## src/rtl/intpol2_ch_sched_if.sv

```systemverilog
// Control/status bundle between the channel scheduler and its environment
// (FIFO status flags in, core control and mux select out).
interface intpol2_ch_sched_if #(
  parameter int NCH  = 4,
  parameter int SELW = 2
);
  logic            en;
  logic [NCH-1:0]  ch_en;
  logic [NCH-1:0]  ch_bypass;
  logic [NCH-1:0]  ch_empty;
  logic [NCH-1:0]  ch_afull;
  logic            core_done;
  logic            core_stop_empty;
  logic            core_start;
  logic            core_bypass;
  logic [SELW-1:0] ch_sel;
  logic            grant_valid;
  logic            sched_busy;
  logic            sw_pulse;

  modport master (
    output en, ch_en, ch_bypass, ch_empty, ch_afull, core_done, core_stop_empty,
    input  core_start, core_bypass, ch_sel, grant_valid, sched_busy, sw_pulse
  );

  modport slave (
    input  en, ch_en, ch_bypass, ch_empty, ch_afull, core_done, core_stop_empty,
    output core_start, core_bypass, ch_sel, grant_valid, sched_busy, sw_pulse
  );
endinterface

```

## src/rtl/intpol2_ch_sched.sv

```systemverilog
// Round-robin scheduler time-sharing one intpol2_D4 interpolator core between
// NCH FIFO channel pairs; grants last a block quantum or a bypass cycle budget.
module intpol2_ch_sched #(
  parameter int NCH        = 4,
  parameter int SELW       = 2,
  parameter int QUANTUM    = 8,
  parameter int BYP_CYC    = 64,
  parameter int STARVE_LIM = 16,
  parameter int CNT_W      = 8
) (
  input logic               clk,
  input logic               rstn,
  intpol2_ch_sched_if.slave bus
);

  typedef enum logic [2:0] {
    S_IDLE  = 3'd0,
    S_ARB   = 3'd1,
    S_START = 3'd2,
    S_RUN   = 3'd3,
    S_PARK  = 3'd4
  } state_t;

  localparam logic [CNT_W-1:0] QUANT_C  = CNT_W'(QUANTUM);
  localparam logic [CNT_W-1:0] BYP_C    = CNT_W'(BYP_CYC);
  localparam logic [CNT_W-1:0] STARVE_C = CNT_W'(STARVE_LIM);
  localparam logic [CNT_W-1:0] CNT_ZERO = CNT_W'(0);
  localparam logic [CNT_W-1:0] CNT_ONE  = CNT_W'(1);
  localparam logic [SELW:0]    NCH_C    = (SELW+1)'(NCH);
  localparam logic [SELW-1:0]  LAST_RST = SELW'(NCH - 1);

  state_t           state_q, state_d;
  logic [SELW-1:0]  ch_sel_q, ch_sel_d;
  logic [SELW-1:0]  last_q, last_d;
  logic             byp_q, byp_d;
  logic             seen_q, seen_d;
  logic             sw_d;
  logic [CNT_W-1:0] blk_q, blk_d;
  logic [CNT_W-1:0] cyc_q, cyc_d;
  logic [CNT_W-1:0] starve_q, starve_d;
  logic             core_start_q;
  logic             grant_valid_q;
  logic             sched_busy_q;
  logic             sw_pulse_q;

  logic [NCH-1:0]   elig_s;
  logic [SELW-1:0]  pick_s;
  logic             any_elig_s;
  logic             other_elig_s;
  logic             quantum_s;
  logic [CNT_W-1:0] blk_inc_s;
  logic [CNT_W-1:0] cyc_inc_s;
  logic [CNT_W-1:0] starve_inc_s;

  // First eligible index after 'last', wrapping modulo NCH (no power-of-two assumption).
  function automatic logic [SELW-1:0] rr_pick(input logic [NCH-1:0] el,
                                              input logic [SELW-1:0] last);
    logic [SELW:0] idx;
    logic          found;
    rr_pick = last;
    found   = 1'b0;
    for (int k = 1; k <= NCH; k++) begin
      idx = {1'b0, last} + (SELW+1)'(k);
      if (idx >= NCH_C) begin
        idx = idx - NCH_C;
      end else begin
        idx = idx;
      end
      if (!found && el[idx[SELW-1:0]]) begin
        rr_pick = idx[SELW-1:0];
        found   = 1'b1;
      end else begin
        found = found;
      end
    end
  endfunction

  function automatic logic others_elig(input logic [NCH-1:0] el,
                                       input logic [SELW-1:0] grant);
    logic [NCH-1:0] m;
    m        = el;
    m[grant] = 1'b0;
    return |m;
  endfunction

  assign elig_s       = bus.ch_en & ~bus.ch_empty & ~bus.ch_afull;
  assign pick_s       = rr_pick(elig_s, last_q);
  assign any_elig_s   = |elig_s;
  assign other_elig_s = others_elig(elig_s, ch_sel_q);
  assign blk_inc_s    = blk_q + {{(CNT_W-1){1'b0}}, bus.core_done & ~byp_q};
  assign cyc_inc_s    = cyc_q + {{(CNT_W-1){1'b0}}, byp_q};
  assign starve_inc_s = bus.core_stop_empty ? (starve_q + CNT_ONE) : CNT_ZERO;
  // Counting first means a core_done on the starvation-limit cycle lets the quantum win.
  assign quantum_s    = byp_q ? (cyc_inc_s == BYP_C) : (blk_inc_s == QUANT_C);

  // Next-state and grant bookkeeping.
  always_comb begin
    state_d  = state_q;
    ch_sel_d = ch_sel_q;
    last_d   = last_q;
    byp_d    = byp_q;
    seen_d   = seen_q;
    sw_d     = 1'b0;
    blk_d    = blk_q;
    cyc_d    = cyc_q;
    starve_d = starve_q;
    case (state_q)
      S_IDLE: begin
        if (bus.en) begin
          state_d = S_ARB;
        end else begin
          state_d = S_IDLE;
        end
      end
      S_ARB: begin
        if (any_elig_s) begin
          ch_sel_d = pick_s;
          last_d   = pick_s;
          byp_d    = bus.ch_bypass[pick_s];
          sw_d     = !seen_q || (pick_s != last_q);
          seen_d   = 1'b1;
          state_d  = S_START;
        end else begin
          state_d = S_ARB;
        end
      end
      S_START: begin
        blk_d    = CNT_ZERO;
        cyc_d    = CNT_ZERO;
        starve_d = CNT_ZERO;
        state_d  = S_RUN;
      end
      S_RUN: begin
        blk_d    = blk_inc_s;
        cyc_d    = cyc_inc_s;
        starve_d = starve_inc_s;
        if (!bus.en) begin
          state_d = S_IDLE;
        end else if (!bus.ch_en[ch_sel_q]) begin
          state_d = S_ARB;
        end else if (quantum_s) begin
          if (other_elig_s) begin
            state_d = S_ARB;
          end else begin
            // Sole eligible channel keeps the core without a restart.
            blk_d    = CNT_ZERO;
            cyc_d    = CNT_ZERO;
            starve_d = CNT_ZERO;
            state_d  = S_RUN;
          end
        end else if (starve_inc_s == STARVE_C) begin
          state_d = S_PARK;
        end else begin
          state_d = S_RUN;
        end
      end
      S_PARK: begin
        if (!bus.en) begin
          state_d = S_IDLE;
        end else if (other_elig_s) begin
          state_d = S_ARB;
        end else if (elig_s[ch_sel_q]) begin
          blk_d    = CNT_ZERO;
          cyc_d    = CNT_ZERO;
          starve_d = CNT_ZERO;
          state_d  = S_RUN;
        end else begin
          state_d = S_PARK;
        end
      end
      default: begin
        state_d = S_IDLE;
      end
    endcase
  end

  // State, grant registers and Moore outputs decoded from the next state.
  always_ff @(posedge clk or negedge rstn) begin
    if (!rstn) begin
      state_q       <= S_IDLE;
      ch_sel_q      <= {SELW{1'b0}};
      last_q        <= LAST_RST;
      byp_q         <= 1'b0;
      seen_q        <= 1'b0;
      blk_q         <= CNT_ZERO;
      cyc_q         <= CNT_ZERO;
      starve_q      <= CNT_ZERO;
      core_start_q  <= 1'b0;
      grant_valid_q <= 1'b0;
      sched_busy_q  <= 1'b0;
      sw_pulse_q    <= 1'b0;
    end else begin
      state_q       <= state_d;
      ch_sel_q      <= ch_sel_d;
      last_q        <= last_d;
      byp_q         <= byp_d;
      seen_q        <= seen_d;
      blk_q         <= blk_d;
      cyc_q         <= cyc_d;
      starve_q      <= starve_d;
      core_start_q  <= (state_d == S_START);
      grant_valid_q <= (state_d == S_START) || (state_d == S_RUN) || (state_d == S_PARK);
      sched_busy_q  <= (state_d != S_IDLE);
      sw_pulse_q    <= sw_d;
    end
  end

  assign bus.core_start  = core_start_q;
  assign bus.core_bypass = byp_q;
  assign bus.ch_sel      = ch_sel_q;
  assign bus.grant_valid = grant_valid_q;
  assign bus.sched_busy  = sched_busy_q;
  assign bus.sw_pulse    = sw_pulse_q;

endmodule

```

## src/flat_wrapper.sv

```systemverilog
// flat-port wrapper written by rule: the top's interface ports become plain ports
module intpol2_ch_sched_flat 
#(
  parameter int NCH        = 4,
  parameter int SELW       = 2,
  parameter int QUANTUM    = 8,
  parameter int BYP_CYC    = 64,
  parameter int STARVE_LIM = 16,
  parameter int CNT_W      = 8
)
  (clk, rstn, bus_en, bus_ch_en, bus_ch_bypass, bus_ch_empty, bus_ch_afull, bus_core_done, bus_core_stop_empty, bus_core_start, bus_core_bypass, bus_ch_sel, bus_grant_valid, bus_sched_busy, bus_sw_pulse);
  intpol2_ch_sched_if #(.NCH(NCH), .SELW(SELW)) bus_i ();
  input logic clk;
  input logic rstn;
  input wire logic [$bits(bus_i.en)-1:0] bus_en;
  input wire logic [$bits(bus_i.ch_en)-1:0] bus_ch_en;
  input wire logic [$bits(bus_i.ch_bypass)-1:0] bus_ch_bypass;
  input wire logic [$bits(bus_i.ch_empty)-1:0] bus_ch_empty;
  input wire logic [$bits(bus_i.ch_afull)-1:0] bus_ch_afull;
  input wire logic [$bits(bus_i.core_done)-1:0] bus_core_done;
  input wire logic [$bits(bus_i.core_stop_empty)-1:0] bus_core_stop_empty;
  output wire logic [$bits(bus_i.core_start)-1:0] bus_core_start;
  output wire logic [$bits(bus_i.core_bypass)-1:0] bus_core_bypass;
  output wire logic [$bits(bus_i.ch_sel)-1:0] bus_ch_sel;
  output wire logic [$bits(bus_i.grant_valid)-1:0] bus_grant_valid;
  output wire logic [$bits(bus_i.sched_busy)-1:0] bus_sched_busy;
  output wire logic [$bits(bus_i.sw_pulse)-1:0] bus_sw_pulse;
  assign bus_i.en = bus_en;
  assign bus_i.ch_en = bus_ch_en;
  assign bus_i.ch_bypass = bus_ch_bypass;
  assign bus_i.ch_empty = bus_ch_empty;
  assign bus_i.ch_afull = bus_ch_afull;
  assign bus_i.core_done = bus_core_done;
  assign bus_i.core_stop_empty = bus_core_stop_empty;
  assign bus_core_start = bus_i.core_start;
  assign bus_core_bypass = bus_i.core_bypass;
  assign bus_ch_sel = bus_i.ch_sel;
  assign bus_grant_valid = bus_i.grant_valid;
  assign bus_sched_busy = bus_i.sched_busy;
  assign bus_sw_pulse = bus_i.sw_pulse;
  intpol2_ch_sched #(.NCH(NCH), .SELW(SELW), .QUANTUM(QUANTUM), .BYP_CYC(BYP_CYC), .STARVE_LIM(STARVE_LIM), .CNT_W(CNT_W)) u_core (.clk(clk), .rstn(rstn), .bus(bus_i));
endmodule
```

## config.mk

```make
export PLATFORM = sky130hd
export DESIGN_NAME = intpol2_ch_sched_flat
export DESIGN_NICKNAME = d
export VERILOG_FILES = /design/src/rtl/intpol2_ch_sched_if.sv /design/src/rtl/intpol2_ch_sched.sv /design/src/flat_wrapper.sv
export SDC_FILE = /design/constraint.sdc
export NUM_CORES = 1
export LEC_CHECK = 0
export CAP_MARGIN = 20
export CORE_ASPECT_RATIO = 0.8
export CORE_MARGIN = 8
export CORE_UTILIZATION = 60
export CTS_CLUSTER_SIZE = 10
export DETAILED_ROUTE_END_ITERATION = 6
export HOLD_SLACK_MARGIN = 0.06
export PLACE_DENSITY = 0.88
export SETUP_SLACK_MARGIN = 0.02
export SLEW_MARGIN = 20
export SYNTH_ARGS = -nofsm -noshare
export SYNTH_HDL_FRONTEND = slang
export SYNTH_SLANG_ARGS = --single-unit
```

## constraint.sdc

```tcl
create_clock -name clk -period 4.5 [get_ports clk]
set_input_delay 1.35 -clock clk [delete_from_list [all_inputs] [get_ports clk]]
set_output_delay 1.35 -clock clk [all_outputs]
set_load 0.1 [all_outputs]
```

# After elaboration in Yosys (flattened, before gate mapping)
# Cells that the tools add are included.
# op_classes
addsub	11
order_cmp	11
eq_ne	14
n_mux	60
bitwise	8
reduce_logical	18
# op_table
cell	n
$mux 8	16
$pmux 8 s3	3
$mux 3	7
$mux 2	10
$lt 2x3->1 const B	6
$add 8x1->8	2
$mux 1	15
$pmux 3 s5	1
$bmux 1 s2	7
$and 4x4->4	3
$eq 3x2->1 const B	4
$ge 3x3->1 const B	4
$not 4->4	3
$add 8x1->8 const B	1
$eq 8x4->1 const B	1
$eq 8x5->1 const B	1
$eq 8x7->1 const B	1
$reduce_or 4->1	2
$sub 2x1->2 const B	4
$add 2x2->3 const B	2
$eq 3x3->1 const B	2
$reduce_bool 3->1	2
$logic_and 1x1->1	4
$logic_not 1->1	4
other kinds (14)	17
# word_totals
register_bits	37
output_inout_bits	7
wordCells	134

# Longest topological paths before layout
# logic_depth
word_depth	19
mapped_depth	11
mapped_depth_nobuf	10

# Worst setup path before layout
# No wires, ideal clock.
# synth_path
path_type	input -> register
from	input port bus_core_done
to	register u_core.cyc_q[7]
setup_time_ps	126
arrival_ps	3364
required_time_ps	4374
path_slack_ps	1010
stages	10
path_buffers	0
cell_sequence	nor2b_1 > ha_1 > ha_1 > and3_1 > nor3_1 > a31oi_1 > o32a_1 > o211a_4 > and3_1 > a221o_1
# synth_between
elab_chain_cells	8
# synth_rtl
element	line_no	rtl
from (decl)	flat_wrapper.sv:20	input wire logic [$bits(bus_i.core_done)-1:0] bus_core_done;
$and 1x1->1	intpol2_ch_sched.sv:90	assign blk_inc_s = blk_q + {{(CNT_W-1){1'b0}}, bus.core_done & ~byp_q};
$add 8x1->8	intpol2_ch_sched.sv:90	
$eq 8x4->1	intpol2_ch_sched.sv:94	assign quantum_s = byp_q ? (cyc_inc_s == BYP_C) : (blk_inc_s == QUANT_C);
$mux 1	intpol2_ch_sched.sv:94	
$mux 8	intpol2_ch_sched.sv:141	end else if (quantum_s) begin
$mux 8	intpol2_ch_sched.sv:139	end else if (!bus.ch_en[ch_sel_q]) begin
$mux 8	intpol2_ch_sched.sv:137	if (!bus.en) begin
$pmux 8 s3	intpol2_ch_sched.sv:107	case (state_q)
to (signal assigned)	intpol2_ch_sched.sv:199	cyc_q <= cyc_d;
to (decl)	intpol2_ch_sched.sv:39	logic [CNT_W-1:0] cyc_q, cyc_d;
# No other way between the ends.
# A chain may end at the register's enable or synchronous reset.

# Worst setup path in the final report
# Same ends and word-level chain as after synthesis.

==> impl_results.md <==
* DRT Pass-1 Iters at 4
* Final hold slack at about 0.48 ns
* LEAKAGE at 1.14 nW
* Num ports at 28
* Clock transition at the registers of the reported paths at 0.07 ns
* Drc violations at 0
* Status: complete, no violations
* Slew HR at 0.348
* Met1 wire length at around 2400 um
* Die footprint at 6180 um2
* Predominant post-synthesis flop cell: dfrtp_1
* Post-DR vias/cell at 6.07
* Max Fclk at 261 MHz
* Post-CTS resize count at 0
* Starting Density at 0.621
* Combinational Power Share at 0.462
* TritonCTS Sinks at 37
* Sequential area share after synthesis at 0.396
* TNS Setup at 0 ns
* Critical Path Fanout Max at 25
* Max-cap violations at 0
* Post-place setup slack at 0.376 ns
* Final Routed Wirelength at between 5000 and 6000 um
* Antenna cells at 0
* Met3 routed WL at 232 um
* Die Ht at between 70 and 80 um
* Worst path slowest cell: o32a_1
* Final Hold Fails at 0
* CP arrival at 4.00 ns
* Initial antenna violation count at 0
* Worst-margin pin slew at 0.975 ns
* P&R area growth vs syn at 15.5%
* Cell Pwr Density at 492 nW/um2
* Internal power at 0.728 mW
* Synth async-reset ratio at 1.00
* Htree depth at 2
* Avg Inst Size Synth at 9.16 um2
* Switching pwr at 0.604 mW
* First-pass GRT wire length at 8920 um
* Clock Tree Buf Depth at 2
* Synthesized cell area at 2350 um2
* Period utilization at 0.851
* Clock skew at 0.00458 ns
* Syn Nets at 282
* CP cell instances: clkdlybuf4s50_1 > nor2b_1 > ha_1 > ha_1 > and3_1 > nor3_1 > a31oi_1 > o32a_1 > o211a_4 > and3_1 > a221o_1
* Routed via count at 2026
* Commonest non-fill, non-tap cell in the layout: dfrtp_1
* Clk_lat worst skew at 0.29 ns
* Setup crit end kind: flop
* Sequential Power Share at 0.373
* # rows at 20
* Unrepaired setup endpoints after global routing: false
* Final nets at 304
* Post-CTS Setup Inserts at 0
* Largest net degree at the start of global routing at 38
* CP max stage delay at 0.42 ns
* Clock power frac at 0.164
* Layout cells sized above 1 at 0.0753
* Distinct cells, synth at 53
* Setup ws final at 0.672 ns
* Slew Viols, Final at 0
* CP required at 4.67 ns
* Vias in the first global route at 1960
* GRT overflow at 0
* # fillers at 290
* Post-synth EDFFs at 0
* Switching Fraction at 0.454
* Setup CP Type: primary input to flop
* DP HPWL at 3790 um
* Port bufs at 27
* Clk root buf: clkbuf_8
* Syn Inst Count at 256
* Cts hold-fix bufs at 0
* Hold Crit Class: flop to flop
* Detail Route Antenna Nets at 0
* CTS tree: built
* Worst VDD drop at 0.454 mV
* Highest Signal Layer: met4
* Routed length per placed instance at 15.3 um
* DRT iter0 DRCs at 121
* Startpoint Class: primary input
* Commonest non-fill, non-tap cells in the layout: dfrtp_1 (35), nand2_1 (34), clkdlybuf4s50_1 (26)
* YS warnings at 0
* Pwr Total at 1.33 mW
* Die width at 85.9 um
* Finish-stage setup viols at 0
* Total core area at 3780 um2
* #FFs+latches synth at 37
* Placer Congestion at between 0.8 and 0.9
* CTS Buf Count at 5
* GRT Util Overall at 0.175
* Met2 routed WL at 2370 um
* Crit path time final at roughly 3.8 ns
* Utilization after layout at 0.717
==> per-layer routing <==
layer	GRT usage	vias up
li1	-	990
met1	0.237	984
met2	0.273	44
met3	0.0406	8
met4	0.0504	0
met5	0	-
==> layout make-up <==
type,instances,area (um2),area share
Clock buffer,8,80.1,0.0295
Inverter,6,22.5,0.00831
Multi-Input combinational cell,201,1350,0.496
Sequential cell,37,928,0.343
Tap cell,55,68.8,0.0254
Timing Repair Buffer,27,265,0.0979
==> logic make-up after synthesis <==
| family | after synthesis | synth area share |
|---|---|---|
| AO/OA/AOI/OAI | 64 | 0.203 |
| AND/OR/NAND/NOR | 113 | 0.252 |
| XOR/XNOR | 15 | 0.0560 |
| buffers and inverters | 18 | 0.0341 |
| adder cells (fa/ha/maj) | 5 | 0.0267 |
| multiplexers | 4 | 0.0331 |
| flip-flops | 37 | 0.396 |
==> power groups by stage <==
stage	sequential, mW	combinational, mW	clock, mW
after floorplan	0.641	0.325	0
after global placement	0.495	0.595	0
after detailed placement	0.500	0.611	0
after CTS	0.495	0.613	0.224
after global routing	0.510	0.666	0.234
final	0.497	0.616	0.219
==> flip-flops by register name (all words and copies together) (netlist names) <==
| register | count |
|---|---|
| u_core.bus.ch_sel | 2 |
| u_core.bus.grant_valid | 1 |
| u_core.state_q | 3 |
| u_core.bus.core_bypass | 1 |
| u_core.bus.sched_busy | 1 |
| u_core.seen_q | 1 |
| u_core.bus.core_start | 1 |
| u_core.blk_q | 8 |
| u_core.cyc_q | 8 |
| u_core.bus.sw_pulse | 1 |
| u_core.last_q | 2 |
| u_core.starve_q | 8 |
==> per-stage QoR <==
stage / instance area [um2] / cells
after floorplan: 2350 / 256
after global placement: 2620 / 326
after detailed placement: 2620 / 326
after CTS: 2700 / 334
after global routing: 2710 / 334
final: 2710 / 334
==> cells in the mapped netlist (all sizes together) (2+ instances only) <==
| master | count | area (um2) |
|---|---|---|
| a311oi | 2 | 23.8 |
| nand3b | 5 | 37.5 |
| nor2b | 4 | 25.0 |
| nor4 | 4 | 25.0 |
| ha | 5 | 62.6 |
| inv | 6 | 22.5 |
| o311ai | 2 | 17.5 |
| a22o | 11 | 96.3 |
| dfstp | 2 | 52.6 |
| o21a | 2 | 15.0 |
| dfrtp | 35 | 876 |
| or3b | 5 | 43.8 |
| o211ai | 2 | 15.0 |
| xor2 | 8 | 70.1 |
| a31oi | 6 | 37.5 |
| clkbuf | 7 | 26.3 |
| xnor2 | 7 | 61.3 |
| or3 | 3 | 18.8 |
| o221ai | 3 | 26.3 |
| nor2 | 18 | 67.6 |
| a21o | 4 | 30.0 |
| o21ai | 13 | 65.1 |
| mux4 | 3 | 67.6 |
| buf | 5 | 31.3 |
| a32o | 2 | 20.0 |
| nand3 | 16 | 80.1 |
| and3 | 5 | 31.3 |
| nor3 | 6 | 30.0 |
| nand2 | 34 | 128 |
| nor3b | 6 | 55.1 |
| or2 | 2 | 12.5 |
| a21oi | 8 | 43.8 |
==> worst max-delay path, delay by kind of cell <==
family / cells / cell delay, ns
buffers and inverters: 1 / 0.40
adder cells (fa/ha/maj): 2 / 0.48
AO/OA/AOI/OAI: 4 / 1.10
AND/OR/NAND/NOR: 4 / 0.66
==> worst paths after layout <==
check                                         endpoint  slack (ns)                          startpoint  cells after the start
setup / recovery           u_core.cyc_q[7]$_DFFE_PN0P_        0.67                       bus_core_done                     11
hold / removal               u_core.seen_q$_DFFE_PN0P_        0.48           u_core.seen_q$_DFFE_PN0P_                      1
setup reg to reg           u_core.cyc_q[7]$_DFFE_PN0P_        1.73  u_core.bus.core_bypass$_DFFE_PN0P_                     10
hold reg to reg              u_core.seen_q$_DFFE_PN0P_        0.48           u_core.seen_q$_DFFE_PN0P_                      1
max in group asynchronous  u_core.state_q[1]$_DFF_PN0_        2.85                                rstn                      1
min in group asynchronous  u_core.cyc_q[0]$_DFFE_PN0P_        1.15                                rstn                      1
Power figures use the tool's default switching activity.
==> edit 1, RTL diff (config.mk and constraints unchanged) <==
`CNT_W` is set to 8 in 2 places; all go to 6.
--- a/src/rtl/intpol2_ch_sched.sv
+++ b/src/rtl/intpol2_ch_sched.sv
@@ -6,7 +6,7 @@
   parameter int QUANTUM    = 8,
   parameter int BYP_CYC    = 64,
   parameter int STARVE_LIM = 16,
-  parameter int CNT_W      = 8
+  parameter int CNT_W      = 6
 ) (
   input logic               clk,
   input logic               rstn,
--- a/src/flat_wrapper.sv
+++ b/src/flat_wrapper.sv
@@ -6,7 +6,7 @@
   parameter int QUANTUM    = 8,
   parameter int BYP_CYC    = 64,
   parameter int STARVE_LIM = 16,
-  parameter int CNT_W      = 8
+  parameter int CNT_W      = 6
 )
   (clk, rstn, bus_en, bus_ch_en, bus_ch_bypass, bus_ch_empty, bus_ch_afull, bus_core_done, bus_core_stop_empty, bus_core_start, bus_core_bypass, bus_ch_sel, bus_grant_valid, bus_sched_busy, bus_sw_pulse);
   intpol2_ch_sched_if #(.NCH(NCH), .SELW(SELW)) bus_i ();
Formal check against the unedited RTL: no difference found for any inputs over 10 cycles, from zero or initial values and one cycle with rstn low; that may be too few to reach the edited logic, so the function may still have changed.
==> edit 1 against the original RTL <==
Setup slack better by 0.087 ns; synthesized cell count down 22%; clock skew rose by 0.0050 ns; utilization increased by 1.5 points; wire length down 13%; highest routed layer unchanged; cell area down 10%; sequential power down 12%; synthesized area down 13%; sequential cell count down 6; largest cell class unchanged; largest power group unchanged; maximum frequency up 2.3%; sequential share of layout area fell by 2.3 points; power rose by 6.3%; via count shrank 18%.
==> edit 1: results (changes against the original RTL) <==
Synth Instances -> 199 (-22%)
Post-synth cell types -> 61 (+15%)
Inst Count DP -> 265 (-19%)
Pleak -> 1.06 nW (-6.4%)
CTS Buffer Depth -> 2 (unchanged)
Largest net degree at the start of global routing -> 32 (-16%)
ClkCell Share -> 4.11% (+1.2 points)
Worst slew pin tran -> 0.982 ns (+0.00690 ns)
Met2 routed WL -> 2090 um (-12%)
Worst Skew -> 0.00960 ns (+0.00502 ns)
Nets -> 256 (-16%)
Non-clock buffer share -> 11.7% (+1.9 points)
Fillers -> 243 (-16%)
Non-clock buffer count -> 29 (+7.4%)
Synth Area in XOR/XNOR -> 3.44% (-2.2 points)
Global-route wire length before repair -> 7440 um (-17%)
Synth Area in Compound Gates -> 23.5% (+3.3 points)
Iteration-0 DRC count of the detailed router -> 110 (-9.1%)
Final Util -> 73.2% (+1.5 points)
PD cells -> 581 mW/mm2 (+18%)
Comb_multi_in -> 158 (-21%)
Final WL -> 4440 um (-13%)
Inverters, non-clock -> 5 (-1)
Post-synthesis sequential area ratio -> 38.2% (-1.3 points)
Switching Fraction -> 46.8% (+1.4 points)
CP Max Fanout -> 17 (-32%)
Comb group -> 0.733 mW (+19%)
Multi-input gate area in the final layout -> 0.00120 mm2 (-11%)
Area of the mapped netlist -> 0.00204 mm2 (-13%)
H-tree level count -> 2 (unchanged)
Vias in the first global route -> 1637 (-16%)
Register area -> 778 um2 (-16%)
Syn nets -> 225 (-20%)
DRT met1 WL -> 1990 um (-19%)
GR met2 Demand/Resource -> 26.3% (-1.0 points)
Critical path data arrival time -> 3.95 ns (-0.05 ns)
Layout cells sized above 1 -> 17.3% (+9.8 points)
Critical-path top delay cell -> clkdlybuf4s50_1
Mux contribution to synthesized area -> 5.22% (+1.9 points)
GRT Total Usage -> 17.6% (+0.070 points)
Clock sinks -> 31 (-16%)
Largest registers -> u_core.blk_q: 6 flops, u_core.cyc_q: 6 flops, u_core.starve_q: 6 flops
Met3 global-route usage -> 4.46% (+0.40 points)
Routing usage on met1 -> 23.1% (-0.68 points)
Post-DP HPWL -> 3290 um (-13%)
Worst IR Drop VDD -> 0.000369 V (-19%)
Post-synthesis adder-cell area fraction -> 3.07% (+0.41 points)
Clk slew on worst S/H paths -> 0.06 ns
Slowest stage delay, CP -> 0.44 ns (+0.02 ns)
Pre-CTS setup slack -> 0.489 ns (+0.113 ns)
Met3 wire length -> 312 um (+34%)
Sequential power -> 0.439 mW (-12%)
Post-synth top cells -> dfrtp_1 (29), nand2_1 (20), nor2_1 (10), o21ai_0 (10)
Routed wire per std cell -> 16.3 um (+6.5%)
Run status -> complete, no violations
Post-place instance area -> 0.00234 mm2 (-11%)
Top layer reached by signal wires -> met4
Largest cells by area after synthesis -> dfrtp_1 (36%), nand2_1 (3.7%), ha_1 (3.1%)
edit 1: cell count changes after synthesis, moves of 5 or more:
cell | unedited run | this run
a31oi_1 | 6 | 1
clkbuf_1 | 7 | 1
dfrtp_1 | 35 | 29
nand2_1 | 34 | 20
nand3_1 | 16 | 8
nand3b_1 | 5 | 0
nor2_1 | 18 | 10
o21ai_1 | 0 | 5
xor2_1 | 8 | 2
edit 1: final timing paths:
check | slack, ns | from | endpoint
max | 0.76 | bus_core_done | u_core.starve_q[0]
min | 0.44 | u_core.seen_q | u_core.bus.sw_pulse
max reg2reg | 1.80 | u_core.bus.core_bypass | u_core.starve_q[0]
min reg2reg | 0.44 | u_core.seen_q | u_core.bus.sw_pulse
max in group asynchronous | 2.72 | rstn | u_core.last_q[1]
min in group asynchronous | 1.45 | rstn | u_core.blk_q[1]
edit 1: critical path: cells and delay by family:
family,cells,cell delay (ns)
buffers and inverters,1,0.44
AO/OA/AOI/OAI,5,1.17
AND/OR/NAND/NOR,3,0.51
adder cells (fa/ha/maj),2,0.46
==> edit 2, RTL diff (same flow settings) <==
Made on the original files. Make the reset (`rstn`) synchronous in one clocked block.
--- a/src/rtl/intpol2_ch_sched.sv
+++ b/src/rtl/intpol2_ch_sched.sv
@@ -175,7 +175,7 @@
   end
 
   // State, grant registers and Moore outputs decoded from the next state.
-  always_ff @(posedge clk or negedge rstn) begin
+  always_ff @(posedge clk) begin
     if (!rstn) begin
       state_q       <= S_IDLE;
       ch_sel_q      <= {SELW{1'b0}};
Function: differs if rstn is asserted again (counterexample within 4 cycles, from zero or initial values and one cycle with rstn low); with rstn held inactive, the same outputs for 10 cycles.
==> edit 2 against the original RTL <==
Sequential cell count unchanged; wire length increased by 1.8%; final cell count grew 2.7%; synthesized area is 1.6% lower; cell area shrank 0.74%; setup slack got worse by 0.15 ns; utilization down 0.055 points; critical endpoint is now u_core.blk_q[7]; highest routed layer unchanged.
Power is not compared: it rests on default switching activity, and its combinational part moved more than twofold at a synthesized area within 25%.
==> edit 2: results (changes against the original RTL) <==
Run status -> complete, no violations
Ys Warns -> 0 (unchanged)
CP Max Fanout -> 20 (-20%)
Largest cells by area after synthesis -> dfxtp_1 (32%), nand2_1 (4.7%), nand3_1 (3.9%)
Final GP Congestion -> 0.860 (-3.2%)
Layout cells sized above 1 -> 7.02% (-0.50 points)
Syn nets -> 306 (+8.5%)
R2r setup slk -> 1.57 ns (-0.16 ns)
Fillers -> 276 (-4.8%)
Post-DP HPWL -> 3850 um (+1.6%)
Worst Skew -> 0.00783 ns (+0.00325 ns)
Critical-path top delay cell -> clkdlybuf4s50_1
Final hold slack -> 0.454 ns (-0.0250 ns)
Post-synthesis sequential area ratio -> 32.1% (-7.5 points)
GRT Total Usage -> 17.7% (+0.11 points)
Post-synth cell types -> 61 (+15%)
Iteration-0 DRC count of the detailed router -> 219 (+81%)
Largest net degree at the start of global routing -> 24 (-37%)
Asr flop ratio synth -> 0% (-100 points)
Routed wire per std cell -> 15.1 um (-0.89%)
Vias per cell -> 6.23 (+2.7%)
Post-synth top cells -> dfxtp_1 (37), nand2_1 (29), nand3_1 (18), nor2_1 (18), o21ai_0 (18)
Global-route wire length before repair -> 8910 um (about the same)
Vias in the first global route -> 1932 (-1.4%)
Nets -> 324 (+6.6%)
Slowest stage delay, CP -> 0.40 ns (-0.02 ns)
Slew headroom -> 34.7% (-0.11 points)
==> edit 2: worst paths after layout <==
kind,cells past startpoint,startpoint,to
setup reg to reg,10,u_core.bus.core_bypass,u_core.blk_q[7]
hold / removal,1,u_core.seen_q,u_core.bus.sw_pulse
setup / recovery,11,bus_core_done,u_core.blk_q[7]
hold reg to reg,1,u_core.seen_q,u_core.bus.sw_pulse
==> edit 2: cell families (layout without fill, tap and decap cells) <==
kind of cell	after synthesis	after routing	share of synthesized area, %
and+or+nand+nor	124	124	29.7
buffers and inverters	22	41	3.85
DFF	37	37	32.1
muxes	6	6	4.28
adders and majority gates	5	5	2.71
AOI/OAI and AO/OA	76	76	23.6
xor gates and xnor gates	10	10	3.79
==> edit 2: layout make-up <==
cell class                 instances  area [um2]  area share, %
multi-input combinational        221        1480           55.0
sequential                        37         741           27.5
timing repair buffer              29         285           10.6
clock buffer                       5        68.8           2.56
tap                               44        55.1           2.05
clock inverter                     3        46.3           1.72
inverter                           4        15.0          0.558
==> edit 2: per-layer routing <==
metal | vias to the layer above | global-route usage [%] | routed length, um
met5 | - | 0 | 0
met4 | 0 | 4.07 | 40
li1 | 1087 | - | -
met3 | 6 | 4.80 | 289
met1 | 1000 | 22.4 | 2460
met2 | 44 | 29.1 | 2400
==> edit 2: where the power goes <==
part,leakage [nW],internal [mW],switching [mW]
Sequential,0.299,0.337,0.0122
Clock,0.0543,0.166,0.128
Combinational,0.648,0.0574,0.0914
==> edit 2: worst max-delay path, delay by kind of cell <==
kind            cells  cell delay, ns
simple gates        4            0.92
buf+inv             1            0.40
compound gates      4            1.00
fa+ha+maj           2            0.50
==> edit 2: through the flow <==
step | util (%) | instances | power (mW) | setup slack, ns | cell area (um2)
4_1_cts | 71.7 | 343 | 0.794 | 0.530 | 2690
3_5_place_dp | 68.6 | 335 | 0.505 | 0.254 | 2570
6_report | 71.7 | 343 | 0.791 | 0.518 | 2690
2_1_floorplan | - | 280 | 0.458 | 0.838 | 2310
3_3_place_gp | 68.6 | 335 | 0.501 | 0.312 | 2570
5_1_grt | 71.7 | 343 | 0.828 | 0.310 | 2690
